### config.mk
export PLATFORM = sky130hd
export DESIGN_NAME = rv32_mem_access
export DESIGN_NICKNAME = d
export VERILOG_FILES = /design/src/rtl/rv32_mem_pkg.sv /design/src/rtl/rv32_load_align.sv /design/src/rtl/rv32_mem_access.sv
export SDC_FILE = /design/constraint.sdc
export NUM_CORES = 1
export LEC_CHECK = 0
export ABC_CLOCK_PERIOD_IN_PS = 6100
export CAP_MARGIN = 10
export CORE_UTILIZATION = 40
export CTS_CLUSTER_DIAMETER = 30
export DETAILED_ROUTE_END_ITERATION = 8
export GPL_TIMING_DRIVEN = 1
export PLACE_DENSITY_LB_ADDON = 0.1
export SYNTH_ARGS = -nofsm -noshare
export SYNTH_HDL_FRONTEND = slang
export SYNTH_SLANG_ARGS = --single-unit
### constraint.sdc
create_clock -name clk -period 6.1 [get_ports clk]
set_input_delay 1.525 -clock clk [delete_from_list [all_inputs] [get_ports clk]]
set_output_delay 1.525 -clock clk [all_outputs]
set_load 0.005 [all_outputs]
### src/rtl/rv32_mem_pkg.sv
// rv32_mem_pkg: shared encodings and helpers for the rv32 memory stage
package rv32_mem_pkg;
    localparam logic [1:0] RV32_MEM_WIDTH_BYTE = 2'd0;
    localparam logic [1:0] RV32_MEM_WIDTH_HALF = 2'd1;
    localparam logic [1:0] RV32_MEM_WIDTH_WORD = 2'd2;
    localparam logic [1:0] RV32_BRANCH_OP_NEVER    = 2'd0;
    localparam logic [1:0] RV32_BRANCH_OP_ZERO     = 2'd1;
    localparam logic [1:0] RV32_BRANCH_OP_NON_ZERO = 2'd2;
    localparam logic [1:0] RV32_BRANCH_OP_ALWAYS   = 2'd3;
    typedef enum logic {IDLE, BUSY} state_t;
    // Anything wider than a half, including the reserved encoding, is a word.
    function automatic logic is_misaligned(input logic [1:0] width, input logic [1:0] addr);
        return (width == RV32_MEM_WIDTH_HALF) ? addr[0] :
               (width != RV32_MEM_WIDTH_BYTE) && (addr != 2'b00);
    endfunction
endpackage

### src/rtl/rv32_load_align.sv
// rv32_load_align: selects the addressed byte/half of a read word and extends it to 32 bits
module rv32_load_align
    import rv32_mem_pkg::*;
(
    input  logic [1:0]  addr,
    input  logic [1:0]  width,
    input  logic        zero_extend,
    input  logic [31:0] raw,
    output logic [31:0] value
);
    logic [7:0]  b;
    logic [15:0] h;
    assign b = addr[1] ? (addr[0] ? raw[31:24] : raw[23:16]) : (addr[0] ? raw[15:8] : raw[7:0]);
    assign h = addr[1] ? raw[31:16] : raw[15:0];
    assign value = (width == RV32_MEM_WIDTH_BYTE) ? {{24{~zero_extend & b[7]}}, b} :
                   (width == RV32_MEM_WIDTH_HALF) ? {{16{~zero_extend & h[15]}}, h} : raw;
endmodule

### src/rtl/rv32_mem_access.sv
// rv32_mem_access: memory stage with single-outstanding data-bus access, branch resolve and writeback regs
module rv32_mem_access
    import rv32_mem_pkg::*;
(
    input  logic        clk,
    input  logic        reset_n,
    input  logic        mem_read_in,
    input  logic        mem_write_in,
    input  logic [1:0]  mem_width_in,
    input  logic        mem_zero_extend_in,
    input  logic [1:0]  branch_op_in,
    input  logic [4:0]  rd_in,
    input  logic        rd_write_in,
    input  logic [31:0] result_in,
    input  logic [31:0] rs2_value_in,
    input  logic [31:0] branch_pc_in,
    output logic [31:0] dbus_address_out,
    output logic        dbus_read_out,
    output logic        dbus_write_out,
    output logic [3:0]  dbus_write_mask_out,
    output logic [31:0] dbus_write_value_out,
    input  logic [31:0] dbus_read_value_in,
    input  logic        dbus_ready_in,
    output logic        stall_out,
    output logic        misaligned_out,
    output logic        branch_taken_out,
    output logic [31:0] branch_pc_out,
    output logic [4:0]  rd_out,
    output logic        rd_write_out,
    output logic [31:0] rd_value_out
);
    state_t      state;
    logic        memop, mis;
    logic [3:0]  st_mask;
    logic [31:0] st_data, load_value;
    logic [1:0]  lat_addr, lat_width;
    logic        lat_zext, lat_rd_write;
    logic [4:0]  lat_rd;
    assign memop = mem_read_in | mem_write_in;
    assign mis = is_misaligned(mem_width_in, result_in[1:0]);
    assign stall_out = (state == IDLE) ? memop & ~mis : ~dbus_ready_in;
    assign branch_taken_out = (branch_op_in == RV32_BRANCH_OP_ALWAYS) ||
                              (branch_op_in == RV32_BRANCH_OP_ZERO && result_in == 32'd0) ||
                              (branch_op_in == RV32_BRANCH_OP_NON_ZERO && result_in != 32'd0);
    assign branch_pc_out = branch_pc_in;
    always_comb begin
        st_mask = (mem_width_in == RV32_MEM_WIDTH_BYTE) ? 4'b0001 << result_in[1:0] :
                  (mem_width_in == RV32_MEM_WIDTH_HALF) ? (result_in[1] ? 4'b1100 : 4'b0011) : 4'b1111;
        st_data = (mem_width_in == RV32_MEM_WIDTH_BYTE) ? {4{rs2_value_in[7:0]}} :
                  (mem_width_in == RV32_MEM_WIDTH_HALF) ? {2{rs2_value_in[15:0]}} : rs2_value_in;
    end
    rv32_load_align u_align (
        .addr        (lat_addr),
        .width       (lat_width),
        .zero_extend (lat_zext),
        .raw         (dbus_read_value_in),
        .value       (load_value)
    );
    // Reads take priority so the two strobes can never be asserted together.
    always_ff @(posedge clk or negedge reset_n) begin
        if (!reset_n) begin
            state                <= IDLE;
            dbus_address_out     <= '0;
            dbus_read_out        <= 1'b0;
            dbus_write_out       <= 1'b0;
            dbus_write_mask_out  <= '0;
            dbus_write_value_out <= '0;
            misaligned_out       <= 1'b0;
            rd_out               <= '0;
            rd_write_out         <= 1'b0;
            rd_value_out         <= '0;
            lat_addr             <= '0;
            lat_width            <= '0;
            lat_zext             <= 1'b0;
            lat_rd               <= '0;
            lat_rd_write         <= 1'b0;
        end else begin
            misaligned_out <= 1'b0;
            if (state == IDLE) begin
                if (!memop) begin
                    rd_out       <= rd_in;
                    rd_write_out <= rd_write_in;
                    rd_value_out <= result_in;
                end else if (mis) begin
                    misaligned_out <= 1'b1;
                    rd_write_out   <= 1'b0;
                end else begin
                    dbus_address_out     <= {result_in[31:2], 2'b00};
                    dbus_read_out        <= mem_read_in;
                    dbus_write_out       <= ~mem_read_in;
                    dbus_write_mask_out  <= mem_read_in ? 4'b0000 : st_mask;
                    dbus_write_value_out <= st_data;
                    lat_addr             <= result_in[1:0];
                    lat_width            <= mem_width_in;
                    lat_zext             <= mem_zero_extend_in;
                    lat_rd               <= rd_in;
                    lat_rd_write         <= rd_write_in;
                    rd_write_out         <= 1'b0;
                    state                <= BUSY;
                end
            end else if (dbus_ready_in) begin
                dbus_read_out  <= 1'b0;
                dbus_write_out <= 1'b0;
                rd_write_out   <= dbus_read_out & lat_rd_write;
                if (dbus_read_out) begin
                    rd_out       <= lat_rd;
                    rd_value_out <= load_value;
                end
                state <= IDLE;
            end
        end
    end
endmodule

# After elaboration in Yosys (flattened, before gate mapping)
# Cells that the tools add are included.
[word_totals] word_cells=89 ram_bits=0 register_bits=119 latchBits=0 memories=0 output_inout_bits=143 in_bits=144 mem_bits_ro=0
[op_classes] reduce_logical=15 div_mod_pow=0 n_eq_ne=9 n_bitwise=10 n_shift=1 order_cmp=0 mul=0 mux=39 addsub=0
[op_table] op="32-bit two-way mux" n=8
[op_table] op="32-bit logical NOT" n=1
[op_table] op="32-bit nonzero test" n=1
[op_table] op="8-bit two-way mux" n=3
[op_table] op="5-bit two-way mux" n=4
[op_table] op="1-bit two-way mux" n=19
[op_table] op="16-bit two-way mux" n=1
[op_table] op="4-bit two-way mux" n=4
[op_table] op="3-bit AND reduction" n=3
[op_table] op="2-bit inequality test (second input constant)" n=4
[op_table] op="2-bit by 1-bit equality test with 1-bit output (second input constant)" n=3
[op_table] op="2-bit nonzero test" n=3
[op_table] op="1-bit inverter" n=5
[op_table] op="1-bit AND" n=4
[op_table] op="2-bit equality test (second input constant)" n=2
[op_table] op="2-bit logical NOT" n=2
[op_table] op="1-bit by 2-bit << shifter with 4-bit output (first input constant)" n=1
[op_table] op="1-bit logical AND" n=3
[op_table] op="1-bit logical OR" n=2
[op_table] op="1-bit OR" n=1

# Depth between registers and ports, before layout
# Gate-level depths: netlist of the first run.
[logic_depth] depth_word=7 depth_mapped=7 mapped_depth_nobuf=4

# By module
# Synthesis of the first run repeated with hierarchy kept, for this count alone.
[hier_totals] hier_cells=580 area_unflattened_um2=6433.7
[by_module_without_submodules] module="rv32_mem_access" area_per_inst_um2=5667.9 instances=1 cells_per_inst=484
[by_module_without_submodules] module="rv32_load_align" area_per_inst_um2=765.7 instances=1 cells_per_inst=96

# Worst setup path after synthesis of the first run
# Ideal clock, no wire load.
[synth_timing] path_type="input -> output" startpoint="in mem_read_in" endpoint="out stall_out" arrival_time_ns=2.570 path_buffers=3 slack_ns=2.005 stages=6 path_cell_list="buf_2 o21bai_1 o21bai_2 buf_4 buf_2 o21ai_0"
[synth_between] elab_chain_len=3
[synth_rtl] item="from (decl)" line_no="rv32_mem_access.sv:7" text="input logic mem_read_in,"
[synth_rtl] item="1-bit OR" line_no="rv32_mem_access.sv:39" text="assign memop = mem_read_in | mem_write_in;"
[synth_rtl] item="1-bit AND" line_no="rv32_mem_access.sv:41" text="assign stall_out = (state == IDLE) ? memop & ~mis : ~dbus_ready_in;"
[synth_rtl] item="1-bit two-way mux" line_no="rv32_mem_access.sv:41"
[synth_rtl] item="to (decl)" line_no="rv32_mem_access.sv:24" text="output logic stall_out,"
# Every way passes these cells.

# Final worst setup path of the first run
[layout_timing] startpoint="in result_in[30]" endpoint="out branch_taken_out"
[layout_between] elab_chain_len=4 elab_cells_between_ends=6 classes_between="6 x reduce/logical"
[layout_rtl] item="from (decl)" line_no="rv32_mem_access.sv:14" text="input logic [31:0] result_in,"
[layout_rtl] item="32-bit logical NOT" line_no="rv32_mem_access.sv:43" text="(branch_op_in == RV32_BRANCH_OP_ZERO && result_in == 32'd0) ||"
[layout_rtl] item="1-bit logical AND" line_no="rv32_mem_access.sv:43"
[layout_rtl] item="1-bit logical OR" line_no="rv32_mem_access.sv:42" text="assign branch_taken_out = (branch_op_in == RV32_BRANCH_OP_ALWAYS) ||"
[layout_rtl] item="1-bit logical OR *" line_no="rv32_mem_access.sv:43"
[layout_rtl] item="to (decl)" line_no="rv32_mem_access.sv:26" text="output logic branch_taken_out,"
# Mark *: on every way between the ends. The rest lies on a longest branch, timed or not.

==> results.toml, run 1 <==
[outcome]
run_status = "finished clean"

[synth]
post_synth_inst_count = 553
yosys_warnings = 0
synth-edff-count = 0
asyncSetResetFlopFracSynth_pct = 100.0
ys_seq_elements = 119
synth.yosys.seq_area_share_pct = 50.16
dominantRegCellSynth = "sky130_fd_sc_hd__dfrtp_1"
synth_area_per_cell_um2 = 10.74
netlist_top_cells_area = "sky130_fd_sc_hd__dfrtp_1 (50%), sky130_fd_sc_hd__mux2_2 (10%), sky130_fd_sc_hd__mux2i_1 (6.1%)"
synth_top_area_share_pct = 50.16
yosysTopAreaCell = "sky130_fd_sc_hd__dfrtp_1"
unique_cell_type_count_in_the_yosys_netlist = 42
syn_area_um2 = 5937

[timing]
slew_viol_final = 0
finalClockSkew_ns = 0.006724
rsz0062_at_grt = "no"
timing.fmax_ghz = 0.1943
post-route-period-util_pct = 84.39
post-route-min-period_ns = 5.148
timing_hold_violations_final = 0
fin_tns_setup_ns = 0
timing_worst_slew_pin_value_ns = 1.024
slew-limit-headroom_pct = 31.59
setup_viol = 0

[placement]
place.port_buffers = 220
gp_congestion = 0.9037
post_dp_hpwl_um = 13100
postPlaceCellArea_um2 = 8003

[critical_path]
critPathArrivalTime_ns = 3.62
cp-end-kind = "output pin"
crit_path_max_fanout = 3
timing.setup.critical_path_class = "input pin to output pin"
crit_path_start_kind = "input pin"
worst-endpoint-required_ns = 4.58

[grt]
grt_antenna_before_repair = 0
grt_max_degree = 87
grt_pass1_wl_um = 27160
grt_overflow = 0
grt_use_met3_pct = 7.875
gr-usage-met2_pct = 38.54
met1_usage_pct = 29.41
grt_most_used_layer = "met2"
grt_pass1_vias = 5097
gr-usage-all-layers_pct = 23.86

[floorplan]
rows = 44
dieArea_um2 = 15330
die_x_um = 123.8
floorplan.core_area_um2 = 14530
initial_utilization_pct = 40.85
top_level_ports = 287
fp.dieH_um = 123.8

[power]
power.density_nw_per_um2 = 400.1
clock_power_share_pct = 28.4
leak_nw = 3.538
comb_power_share_pct = 35.2
netSwitchingFraction_pct = 29.84
irDropWorstVdd_mv = 0.1452
seq_power_share_pct = 36.3
net-switching-power_w = 0.001025
power_report.internal_total_w = 0.002411

[drt]
initialDrtViolationCount = 284
routedWlPerCell_um = 19.41
drt_drc_violations_left = 0
detail_route.first_pass.iterations = 5
post_drt_via_cell_ratio = 5.522
ant_nets = 0
totalWireLength_um = 18000
total_number_of_vias = 5119

[layout]
fin_area_um2 = 8588
layout.nets = 873
nFillCells = 1280
syn_to_final_growth_pct = 44.66
final_layout_size_suffix_gt1_share_pct = 14.02

[clocking]
worst_skew_pair.late_latency_ns = 0.42
cts_max_level = 4
cts.repair_timing.setup_buffer_count = 0
root_buffer = "sky130_fd_sc_hd__clkbuf_16"
tritoncts_num_sinks = 119
hold_buffers_post_cts = 0
clockBufferDepth = 2
cts_tree = "done"
clkTransAtPathRegs_ns = 0.06
cts_buffers = 17
postCtsResizedCells = 0

[flow_run]
max_cap_viol_count = 0

[min_path]
timing.hold.worst.class = "flip-flop to flip-flop"
-- area by class of cell --
cell class              instances  area (µm²)  share of cell area [%]
diodes                          1       2.502                 0.02914
clock buffers                  17       425.4                   4.953
clock inverters                15       157.7                   1.836
inverters                       4       15.01                  0.1748
multi-input cells             359        2520                   29.34
flip-flops and latches        119        2978                   34.67
well taps                     184       230.2                   2.681
repair buffers                228        2260                   26.31
-- path summary, 6_finish.rpt --
kind,endpoint,from,slack [ns],cells after the start
setup / recovery,branch_taken_out,result_in[30],0.95,6
hold / removal,rd_out[1],rd_out[1],0.48,2
setup reg to reg,dbus_address_out[19],state,3.06,5
hold reg to reg,rd_out[1],rd_out[1],0.48,2
max in group asynchronous,dbus_read_out,reset_n,3.63,2
min in group asynchronous,rd_out[1],reset_n,1.20,1
-- cell families after synthesis --
logic type | Yosys count | share of synthesized area [%]
compound gates | 153 | 17.18
flops | 119 | 50.16
simple gates | 115 | 8.535
mux | 89 | 16.12
buf+inv | 76 | 7.945
other cells | 1 | 0.06316
-- layer usage --
layer,routed length (µm),part of all wire (%)
met1,7504,42
met2,8596,48
met3,1539,8.6
met4,355,2.0
met5,0,0
-- worst max-delay path: stages --
cell and delay [ns]:
sky130_fd_sc_hd__clkdlybuf4s50_1 0.44, sky130_fd_sc_hd__nor4_1 0.41, sky130_fd_sc_hd__nand4_1 0.24, sky130_fd_sc_hd__nor2_1 0.22
sky130_fd_sc_hd__mux2_2 0.35, sky130_fd_sc_hd__clkdlybuf4s50_1 0.44
-- cells in the mapped netlist (4+ instances only) --
library cell and count:
sky130_fd_sc_hd__o22ai_1 7, sky130_fd_sc_hd__mux2_2 53, sky130_fd_sc_hd__a221oi_1 16, sky130_fd_sc_hd__a221o_1 6, sky130_fd_sc_hd__a2bb2oi_1 8, sky130_fd_sc_hd__mux2i_1 36, sky130_fd_sc_hd__buf_4 42, sky130_fd_sc_hd__o31ai_1 4
sky130_fd_sc_hd__buf_2 17, sky130_fd_sc_hd__nor4_1 8, sky130_fd_sc_hd__clkbuf_1 12, sky130_fd_sc_hd__nor2_1 37, sky130_fd_sc_hd__nand2b_1 5, sky130_fd_sc_hd__a21oi_1 14, sky130_fd_sc_hd__nand2_1 52, sky130_fd_sc_hd__a31oi_1 7
sky130_fd_sc_hd__o21ai_0 63, sky130_fd_sc_hd__dfrtp_1 119, sky130_fd_sc_hd__a22o_1 14
-- stage by stage --
| stage | instances | util, % | setup WS [ns] | total power [W] | hold slack [ns] |
|---|---|---|---|---|---|
| 2_1_floorplan | 554 | - | 2.005 | 0.001744 | 0.4673 |
| 6_report | 927 | 59.09 | 0.9521 | 0.003436 | 0.4785 |
| 3_3_place_gp | 894 | 55.06 | 0.9070 | 0.002453 | 0.4629 |
| 5_1_grt | 926 | 59.07 | 0.8262 | 0.003638 | 0.5062 |
| 3_5_place_dp | 894 | 55.06 | 0.9498 | 0.002482 | 0.4712 |
| 4_1_cts | 926 | 59.07 | 0.9415 | 0.003471 | 0.4835 |
-- registers in the layout (all words and copies together) (netlist names) --
name                  flops
lat_addr                  2
lat_zext                  1
rd_value_out             32
dbus_write_out            1
dbus_read_out             1
state                     1
lat_rd                    5
rd_write_out              1
misaligned_out            1
dbus_write_value_out     32
lat_rd_write              1
dbus_address_out         30
dbus_write_mask_out       4
lat_width                 2
rd_out                    5
-- cells in the final DEF, fill, tap and decap left out, types with 5 or more instances in the layout --
cell / n
sky130_fd_sc_hd__clkdlybuf4s50_1: 219
sky130_fd_sc_hd__dfrtp_1: 119
sky130_fd_sc_hd__o21ai_0: 63
sky130_fd_sc_hd__mux2_2: 53
sky130_fd_sc_hd__nand2_1: 52
sky130_fd_sc_hd__nor2_1: 37
sky130_fd_sc_hd__mux2i_1: 36
sky130_fd_sc_hd__clkbuf_16: 17
sky130_fd_sc_hd__a221oi_1: 16
sky130_fd_sc_hd__a21oi_1: 14
sky130_fd_sc_hd__a22o_1: 14
sky130_fd_sc_hd__buf_4: 9
sky130_fd_sc_hd__nor4_1: 8
sky130_fd_sc_hd__a2bb2oi_1: 8
sky130_fd_sc_hd__a31oi_1: 7
sky130_fd_sc_hd__o22ai_1: 7
sky130_fd_sc_hd__clkinvlp_4: 7
sky130_fd_sc_hd__a221o_1: 6
sky130_fd_sc_hd__nand2b_1: 5
-- power by group through the flow --
stage          registers [W]  logic [W]  clock network (W)
3_3_place_gp         0.00125    0.00121                  0
3_5_place_dp         0.00126    0.00122                  0
4_1_cts              0.00125    0.00122           0.000994
5_1_grt              0.00129    0.00132            0.00103
6_report             0.00125    0.00121           0.000978
2_1_floorplan        0.00124   0.000508                  0
(Power assumes the default switching activity.)
==> run 2, diff against run 1 <==
--- a/config.mk
+++ b/config.mk
@@ -5,7 +5,7 @@
 export SDC_FILE = /design/constraint.sdc
 export NUM_CORES = 1
 export LEC_CHECK = 0
-export ABC_CLOCK_PERIOD_IN_PS = 6100
+export ABC_CLOCK_PERIOD_IN_PS = 5160
 export CAP_MARGIN = 10
 export CORE_UTILIZATION = 40
 export CTS_CLUSTER_DIAMETER = 30
==> constraint.sdc (replaced) <==
create_clock -name clk -period 5.16 [get_ports clk]
set_input_delay 1.29 -clock clk [delete_from_list [all_inputs] [get_ports clk]]
set_output_delay 1.29 -clock clk [all_outputs]
set_load 0.005 [all_outputs]
==> run 2 against run 1 <==
Power increased by 24%; final cell count increased by 0.32%; worst hold slack better by 0.00095 ns; combinational power rose by 19%; sequential share of layout area down 0.45 points; flip-flop and latch count did not move; setup slack worse by 0.55 ns; critical path depth decreased by 1; critical endpoint is now stall_out.
==> results.toml, run 2 (synthesis results as in run 1) <==
[layout]
multi_input_comb_area_um2 = 2520
layout.nets = 877
final_layout_size_suffix_gt1_share_pct = 14.34
sequential_cell_area_um2 = 2978
largest_registers = "dbus_write_value_out x32, rd_value_out x32, dbus_address_out x30"
fin_area_um2 = 8702
n_antenna_cell = 0
top_library_cells_by_usage_in_the_layout_fill_and_taps_aside = "sky130_fd_sc_hd__clkdlybuf4s50_1 (219), sky130_fd_sc_hd__dfrtp_1 (119), sky130_fd_sc_hd__o21ai_0 (63), sky130_fd_sc_hd__mux2_2 (53), sky130_fd_sc_hd__nand2_1 (52)"
finalNonFillerCells = 930
layout.cells.most_common = "sky130_fd_sc_hd__clkdlybuf4s50_1"
syn_to_final_growth_pct = 46.58
nFillCells = 1228

[power]
clock_power_share_pct = 31.4
comb_power_share_pct = 33.9
seq_power_share_pct = 34.7
power.density_nw_per_um2 = 487.8
irDropWorstVdd_mv = 0.2255
leak_nw = 3.613
netSwitchingFraction_pct = 27.89
net-switching-power_w = 0.001184
power_report.internal_total_w = 0.003061

[grt]
grt_antenna_before_repair = 0
grt_pass1_wl_um = 27030
gr-usage-all-layers_pct = 23.77
grt_max_degree = 85
grt_overflow = 0
grt_pass1_vias = 5041

[critical_path]
r2r-start = "state"
critPathArrivalTime_ns = 3.47
rrSetupSlack_ns = 2.56
ff2ff_path_depth = 4
timing.setup.critical_path_class = "input pin to output pin"
crit_path_max_fanout = 24
crit_path_start_kind = "input pin"
r2r_end = "dbus_address_out[21]"
worst-endpoint-required_ns = 3.87
cp-end-kind = "output pin"
worstSetupStartpoint = "result_in[1]"

[drt]
initialDrtViolationCount = 336
ant_nets = 0
totalWireLength_um = 17830
routedWlPerCell_um = 19.18
post_drt_via_cell_ratio = 5.430
drt_drc_violations_left = 0
detail_route.first_pass.iterations = 4
total_number_of_vias = 5050

[min_path]
hold_path_startpoint = "dbus_write_value_out[28]"
timing.hold.worst.class = "flip-flop to flip-flop"
whs_path_depth = 2
hold-path-endpoint = "dbus_write_value_out[28]"

[floorplan]
initial_utilization_pct = 40.85
top_level_ports = 287
dieArea_um2 = 15330
rows = 44
floorplan.core_area_um2 = 14530
fp.dieH_um = 123.8
die_x_um = 123.8

[timing]
slew-limit-headroom_pct = 32.35
post-route-period-util_pct = 92.23
fin_tns_setup_ns = 0
finalClockSkew_ns = 0.01167
timing_hold_violations_final = 0
setup_viol = 0
timing_worst_slew_pin_value_ns = 1.011
slew_viol_final = 0
post-route-min-period_ns = 4.759
timing.fmax_ghz = 0.2101
setup_ws_ns = 0.4007
rsz0062_at_grt = "no"

[flow_run]
max_cap_viol_count = 0

[placement]
gp_congestion = 0.9132
post_dp_hpwl_um = 13120
postPlaceCellArea_um2 = 8033
worst_slack_at_placement_ns = 0.4342
place.port_buffers = 220
placedCellCount = 898

[clocking]
root_buffer = "sky130_fd_sc_hd__clkbuf_16"
cts.repair_timing.setup_buffer_count = 0
clkTransAtPathRegs_ns = 0.06
cts_max_level = 4
postCtsResizedCells = 0
hold_buffers_post_cts = 0
clockBufferDepth = 2
worst_skew_pair.late_latency_ns = 0.41
tritoncts_num_sinks = 119
cts_tree = "done"
cts_buffers = 17

[outcome]
run_status = "finished clean"
-- run 2: cell count changes in the layout (fill, tap and decap cells not counted) --
cell,before,now
sky130_fd_sc_hd__buf_4,9,13
sky130_fd_sc_hd__bufinv_16,2,6
sky130_fd_sc_hd__clkbuf_1,0,1
sky130_fd_sc_hd__clkbuf_8,0,1
sky130_fd_sc_hd__clkinv_2,2,3
sky130_fd_sc_hd__clkinv_4,4,1
sky130_fd_sc_hd__clkinvlp_4,7,3
sky130_fd_sc_hd__diode_2,1,0
-- run 2: worst max-delay path by stage --
| stage | end | cells after the start | slack, ns |
|---|---|---|---|
| 2_1_floorplan | stall_out | 6 | 1.53 |
| 3_3_place_gp | branch_taken_out | 6 | 0.42 |
| 3_5_place_dp | stall_out | 5 | 0.43 |
| 4_1_cts | stall_out | 5 | 0.42 |
| 5_1_grt | stall_out | 5 | 0.23 |
| 6_report | stall_out | 5 | 0.40 |
-- run 2: area by class of cell --
type                            count  area share (%)
Inverter                            4          0.1725
Tap cell                          184           2.646
Sequential cell                   119           34.22
Multi-Input combinational cell    359           28.96
Clock buffer                       19           5.090
Timing Repair Buffer              232           26.31
Clock inverter                     13           2.602
-- run 2: metrics by stage --
step / power, W / util (%) / hold WS, ns
floorplan: 0.002062 / - / 0.4673
global placement: 0.002902 / 55.27 / 0.4614
detailed placement: 0.002935 / 55.27 / 0.4710
CTS: 0.004284 / 59.87 / 0.4824
global route: 0.004495 / 59.87 / 0.5013
finish: 0.004245 / 59.87 / 0.4795
-- run 2: layer usage --
layer | wire, µm | GRT usage [%]
met1 | 7507 | 29.31
met2 | 8547 | 38.40
met3 | 1528 | 8.379
met4 | 250 | 8.283
met5 | 0 | 0
-- run 2: worst max-delay path, stage by stage --
cell                              delay, ns
sky130_fd_sc_hd__clkdlybuf4s50_1       0.61
sky130_fd_sc_hd__a21oi_1               0.19
sky130_fd_sc_hd__o21bai_4              0.62
sky130_fd_sc_hd__o21ai_0               0.25
sky130_fd_sc_hd__clkdlybuf4s50_1       0.50
-- run 2: power groups by stage --
stage,Clock (W),Sequential [W],Combinational (W)
floorplan,0,0.00146,0.000601
global placement,0,0.00147,0.00143
detailed placement,0,0.00149,0.00145
CTS,0.00135,0.00148,0.00145
global route,0.00140,0.00152,0.00158
finish,0.00133,0.00147,0.00144
==> run 3, diff against run 2 <==
--- a/config.mk
+++ b/config.mk
@@ -6,12 +6,13 @@
 export NUM_CORES = 1
 export LEC_CHECK = 0
 export ABC_CLOCK_PERIOD_IN_PS = 5160
-export CAP_MARGIN = 10
+export CAP_MARGIN = 20
 export CORE_UTILIZATION = 40
 export CTS_CLUSTER_DIAMETER = 30
 export DETAILED_ROUTE_END_ITERATION = 8
 export GPL_TIMING_DRIVEN = 1
 export PLACE_DENSITY_LB_ADDON = 0.1
+export SKIP_CTS_REPAIR_TIMING = 1
 export SYNTH_ARGS = -nofsm -noshare
 export SYNTH_HDL_FRONTEND = slang
 export SYNTH_SLANG_ARGS = --single-unit
==> results of run 3 <==
The final DEF is identical to that of run 2; final timing and power are the same.
